File: config.mk
export PLATFORM = sky130hd
export DESIGN_NAME = i2c_req_arbiter
export DESIGN_NICKNAME = d
export VERILOG_FILES = /design/src/rtl/i2c_req_arbiter.sv
export SDC_FILE = /design/constraint.sdc
export NUM_CORES = 1
export LEC_CHECK = 0
export BUFFER_PORTS_ARGS = -buffer_cell sky130_fd_sc_hd__buf_2
export CORE_MARGIN = 5
export CORE_UTILIZATION = 55
export DETAILED_ROUTE_END_ITERATION = 7
export GPL_ROUTABILITY_DRIVEN = 1
export PLACE_DENSITY = 0.92
export SYNTH_ARGS = -nofsm -noshare
export SYNTH_HDL_FRONTEND = slang
export SYNTH_SLANG_ARGS = --single-unit
File: constraint.sdc
create_clock -name clk_in -period 2.1 [get_ports clk_in]
set_input_delay 0.105 -clock clk_in [delete_from_list [all_inputs] [get_ports clk_in]]
set_output_delay 0.105 -clock clk_in [all_outputs]
set_load 0.005 [all_outputs]
File: src/rtl/i2c_req_arbiter.sv
// Round-robin sequencer sharing one i2c_controller write engine among NUM_REQ clients.
// req_ack/i2c_start are registered one cycle after the IDLE decision; other requesters stall until the next IDLE.
module i2c_req_arbiter #(
  parameter int NUM_REQ        = 4,
  parameter int TIMEOUT_CYCLES = 50000
) (
  input  logic                       clk_in,
  input  logic                       reset,
  input  logic [NUM_REQ-1:0]         req_valid,
  input  logic [8*NUM_REQ-1:0]       req_dev_addr,
  input  logic [8*NUM_REQ-1:0]       req_reg_addr,
  input  logic [8*NUM_REQ-1:0]       req_data,
  output logic [NUM_REQ-1:0]         req_ack,
  output logic [NUM_REQ-1:0]         req_done,
  output logic                       req_err,
  output logic                       i2c_start,
  output logic [7:0]                 i2c_dev_addr,
  output logic [7:0]                 i2c_reg_addr,
  output logic [7:0]                 i2c_data,
  input  logic                       i2c_ready,
  output logic                       busy,
  output logic [$clog2(NUM_REQ)-1:0] grant_id
);
  localparam int GW = $clog2(NUM_REQ);
  localparam logic [23:0] CNT_LAST = 24'(TIMEOUT_CYCLES - 1);

  typedef enum logic [1:0] {IDLE, LAUNCH, WAIT, DONE} state_t;

  typedef struct packed {
    logic [7:0] dev_addr;
    logic [7:0] reg_addr;
    logic [7:0] data;
  } payload_t;

  state_t        state;
  logic          rdy_meta;
  logic          rdy_s;
  logic [GW-1:0] ptr;
  logic [GW-1:0] win;
  logic          win_vld;
  payload_t      win_pay;
  payload_t      pay;
  logic [23:0]   cnt;
  logic [23:0]   cnt_inc;
  logic          timeout;

  // Search starts just after the last owner so it gets lowest priority next time.
  always_comb begin
    int idx;
    idx     = 0;
    win     = '0;
    win_vld = 1'b0;
    win_pay = '0;
    for (int off = 1; off <= NUM_REQ; off++) begin
      idx = int'(ptr) + off;
      if (idx >= NUM_REQ) idx = idx - NUM_REQ;
      if (!win_vld && req_valid[idx[GW-1:0]]) begin
        win_vld          = 1'b1;
        win              = idx[GW-1:0];
        win_pay.dev_addr = req_dev_addr[{idx[GW-1:0], 3'b000} +: 8];
        win_pay.reg_addr = req_reg_addr[{idx[GW-1:0], 3'b000} +: 8];
        win_pay.data     = req_data[{idx[GW-1:0], 3'b000} +: 8];
      end
    end
  end

  assign cnt_inc = (cnt == 24'hFF_FFFF) ? cnt : cnt + 24'd1;
  assign timeout = (cnt == CNT_LAST);

  always_ff @(posedge clk_in) begin
    if (reset) begin
      rdy_meta  <= 1'b0;
      rdy_s     <= 1'b0;
      state     <= IDLE;
      ptr       <= GW'(NUM_REQ - 1);
      grant_id  <= '0;
      pay       <= '0;
      cnt       <= '0;
      req_ack   <= '0;
      req_done  <= '0;
      req_err   <= 1'b0;
      i2c_start <= 1'b0;
    end else begin
      rdy_meta <= i2c_ready;
      rdy_s    <= rdy_meta;
      req_ack  <= '0;
      req_done <= '0;
      req_err  <= 1'b0;
      case (state)
        IDLE: begin
          if (rdy_s && win_vld) begin
            state        <= LAUNCH;
            pay          <= win_pay;
            grant_id     <= win;
            ptr          <= win;
            req_ack[win] <= 1'b1;
            i2c_start    <= 1'b1;
            cnt          <= '0;
          end
        end
        LAUNCH: begin
          // start stays up until the controller's slow clock has seen it and dropped ready
          if (timeout) begin
            i2c_start          <= 1'b0;
            req_done[grant_id] <= 1'b1;
            req_err            <= 1'b1;
            state              <= DONE;
          end else if (!rdy_s) begin
            i2c_start <= 1'b0;
            cnt       <= '0;
            state     <= WAIT;
          end else begin
            cnt <= cnt_inc;
          end
        end
        WAIT: begin
          if (rdy_s) begin
            req_done[grant_id] <= 1'b1;
            state              <= DONE;
          end else if (timeout) begin
            req_done[grant_id] <= 1'b1;
            req_err            <= 1'b1;
            state              <= DONE;
          end else begin
            cnt <= cnt_inc;
          end
        end
        DONE: begin
          state <= IDLE;
        end
        default: begin
          state <= IDLE;
        end
      endcase
    end
  end

  assign busy         = (state != IDLE);
  assign i2c_dev_addr = pay.dev_addr;
  assign i2c_reg_addr = pay.reg_addr;
  assign i2c_data     = pay.data;

endmodule

==> flow_summary.yaml <==
status:
  outcome: "finished with violations"
  failed_checks: "design-rule violations, negative setup slack"
timing:
  skew_ps: 9.688
  slew_violations: 0
  final_hold_viol_count: 0
  rsz0062_at_grt: "true"
  fin_ws_ps: -5.476
  setup_violations: 1
  fin_crit_sh_pct: 100.3
  relSlewSlack_pct: 56.68
  worst_slew_pin_slew_ps: 649.8
  hold-worst-slack_ps: 182.9
  fin_crit_ps: 2105
  fmax_mhz: 475.0
synth:
  netlist_area_um2: 5811
  postSynthAreaPerCell_um2: 8.184
  synth-main-ff-cell: "dfxtp_1"
  synth_cell_types: 63
  postSynthCellCount: 710
  yosysSeqAreaShare_pct: 22.74
  yosysWarnings: 0
  synthArstFlopShare_pct: 0
  syn_nets: 819
  synth-edff-count: 0
  ys_seq_elements: 66
detailed_routing:
  drt.antenna.violating_nets: 0
  routed-via-count: 6451
  firstDrtPassIters: 8
  wire_per_inst_um: 19.07
  vias_per_cell: 6.536
  drt-total-wl_mm: 18.83
  drc: 1
  drtIter0Drc: 617
grt:
  grt_overflow: 0
  grt_pass1_vias: 6204
  grt_start_max_net_pins: 58
  grt_pass1_wl_mm: 29.70
  grt_use_met3_pct: 6.524
  grt_use_met2_pct: 45.38
  grt_util_met1_pct: 33.89
  busiest_layer: "met2"
  antenna_found_initial: 0
  track_usage_pct: 27.55
critical_path:
  ff2ff_path_depth: 7
  worstPathArrival_ps: 2320
  path_max_fanout: 30
  crit_path_end: "i2c_reg_addr[4]$_SDFFE_PP0P_"
  crit_slowest_cell: "nor4b_1"
  cp.required_ps: 2320
  crit_start: "state[0]$_SDFFE_PP0P_"
  start_kind: "flip-flop"
  crit_path_frequent_cell: "inv_1"
  critical_path_depth: 7
  regToRegStartpoint: "state[0]$_SDFFE_PP0P_"
  cp_top_family: "simple AND/OR/NAND/NOR gates"
  reg2reg_slack_ps: -5
  endpoint_kind: "flip-flop"
  worstSetupPathType: "flip-flop to flip-flop"
  path_buf_inv: 3
  r2r-end: "i2c_reg_addr[4]$_SDFFE_PP0P_"
  cp_cell_sequence: "inv_1 -> ha_2 -> inv_1 -> or2_2 -> buf_12 -> nor4b_1 -> a211oi_2"
  critical_path.max_stage_delay_ps: 530
flow_run:
  maxCapViolCount: 0
die:
  die_y_um: 112.8
  ios: 140
  dieWidth_um: 112.8
  dieArea_um2: 12720
  rows: 37
  start_util_pct: 56.28
  core-area_um2: 10320
finish:
  diodes: 0
  drive_gt1_share_pct: 37.13
  nFillCells: 736
  area_growth_pct: 23.13
  finish.net_count: 955
  layoutNonFillerInstCount: 987
  multi_input_area_um2: 4285
  register_area_um2: 1330
pwr:
  power_density_nw_per_um2: 598.3
  p_leak_nw: 3.254
  max-vdd-ir-drop_mv: 0.3613
min_path:
  hold_depth: 4
  hp-class: "primary input to flip-flop"
placed_design:
  place_inst: 968
  dp_hpwl_mm: 12.81
  portBuffers: 139
  globalplace.congestion: 0.9294
clock_network:
  clock_latency_ps: 350
  clk_path_buf_depth: 2
  cts-root-buf: "clkbuf_8"
  clk_pin_slew_ps: 90
  cts_tree: "done"
  cts.sinks: 66
  numCtsBuffers: 9
  htree_levels: 3
how the worst min path moves through the flow:
| stage | startpoint | end | slack, ps |
|---|---|---|---|
| floorplan | i2c_ready | rdy_meta$_SDFF_PP0_ | 230 |
| global placement | i2c_ready | rdy_meta$_SDFF_PP0_ | 330 |
| detailed placement | i2c_ready | rdy_meta$_SDFF_PP0_ | 320 |
| CTS | req_data[6] | i2c_data[6]$_SDFFE_PP0P_ | 180 |
| global route | req_data[1] | i2c_data[1]$_SDFFE_PP0P_ | 200 |
| finish | req_data[6] | i2c_data[6]$_SDFFE_PP0P_ | 180 |
layer usage:
metal  part of all wire (%)  wire length, um
met5                      0                0
met4                    4.5              840
met1                     38             7178
met2                     48             9024
met3                    9.5             1783
logic make-up after synthesis:
family / share of synthesized area, %
AO/OA/AOI/OAI: 26.66
adder cells (fa/ha/maj): 1.292
buffers and inverters: 6.395
flip-flops: 22.74
multiplexers: 16.90
AND/OR/NAND/NOR: 26.01
synthesized netlist by cell type (3+ instances only):
library cell | count | share of area [%]
mux2i_1 | 97 | 17
nor2_1 | 75 | 4.8
nand2_1 | 69 | 4.5
dfxtp_1 | 66 | 23
a211oi_1 | 30 | 3.9
a31oi_1 | 29 | 3.1
a21oi_1 | 26 | 2.2
or2_2 | 25 | 2.7
o21ai_0 | 21 | 1.8
buf_2 | 20 | 1.7
o22ai_2 | 20 | 4.3
a211oi_2 | 19 | 4.1
clkbuf_1 | 19 | 1.2
nor4b_1 | 17 | 2.6
o31ai_1 | 16 | 2.1
nand3_1 | 15 | 1.3
nand2b_1 | 12 | 1.3
nor4b_2 | 10 | 2.6
buf_6 | 9 | 1.7
nor2b_1 | 9 | 0.97
inv_1 | 8 | 0.52
nand4_1 | 8 | 0.86
and4_1 | 6 | 0.90
buf_4 | 6 | 0.78
ha_1 | 6 | 1.3
nor3_1 | 6 | 0.52
o21ai_1 | 6 | 0.52
o22ai_1 | 6 | 0.65
and2_1 | 5 | 0.54
nor4_1 | 5 | 0.54
a41oi_1 | 3 | 0.45
and3_1 | 3 | 0.32
o41ai_1 | 3 | 0.45
flip-flops by register name (all words and copies together) (netlist names):
| name | flops |
|---|---|
| i2c_reg_addr | 8 |
| i2c_start | 1 |
| rdy_s | 1 |
| i2c_dev_addr | 8 |
| rdy_meta | 1 |
| ptr | 2 |
| req_err | 1 |
| state | 2 |
| i2c_data | 8 |
| grant_id | 2 |
| req_done | 4 |
| cnt | 24 |
| req_ack | 4 |
cells in the final DEF, fill, tap and decap left out, types with 5 or more instances in the layout:
master	instances
nand4_1	8
o22ai_2	20
nor2b_1	8
and4_1	5
buf_2	141
mux2i_2	5
a211oi_2	20
nand2b_1	12
dfxtp_1	61
nor3_1	6
o21ai_0	21
o21ai_1	6
nor2_1	73
and2_1	5
o31ai_1	16
buf_4	30
inv_1	8
a21oi_1	25
o22ai_1	6
nor4b_2	17
nor4b_1	9
buf_12	9
nand2_1	68
nand3_1	15
clkbuf_8	9
a211oi_1	29
mux2i_1	92
or2_2	25
a31oi_1	28
repair_timing:
| item | 4_1_cts | 5_1_grt |
|---|---|---|
| hold buffers | 1 | 0 |
| resized for setup | 0 | 35 |
| endpoints found under the hold margin | 1 | 0 |
| buffers inserted | 0 | 1 |
| setup endpoints to repair | 0 | 51 |
power breakdown:
part / internal, W / switching [W]
registers: 0.00134 / 0.0000686
logic: 0.000785 / 0.00100
clock network: 0.000511 / 0.000578
total: 0.00263 / 0.00165
worst reg2reg max path, delay by kind of cell (launching register included):
| family | cells | cell delay, ps |
|---|---|---|
| buf+inv | 3 | 390 |
| compound gates | 1 | 150 |
| flops | 1 | 350 |
| fa+ha+maj | 1 | 220 |
| simple gates | 2 | 870 |
layout make-up:
| cell class | count | area share, % |
|---|---|---|
| clock buffers | 10 | 2.081 |
| clock inverters | 6 | 0.6646 |
| multi-input cells | 577 | 59.90 |
| well taps | 136 | 2.378 |
| flip-flops and latches | 66 | 18.59 |
| inverters | 10 | 0.5596 |
| repair buffers | 182 | 15.83 |
through the flow:
step	utilization, %	worst slack, ps	area [um^2]	power (W)	setup TNS [ps]
4_1_cts	67.57	58.69	6975	0.004184	0
3_3_place_gp	65.57	97.64	6769	0.003046	0
2_1_floorplan	-	185.8	5811	0.002524	0
5_1_grt	69.30	-152.6	7154	0.004489	-416.5
6_report	69.30	-5.476	7154	0.004281	-5.476
3_5_place_dp	65.57	84.84	6769	0.003096	0
Power figures use the tool's default switching activity.
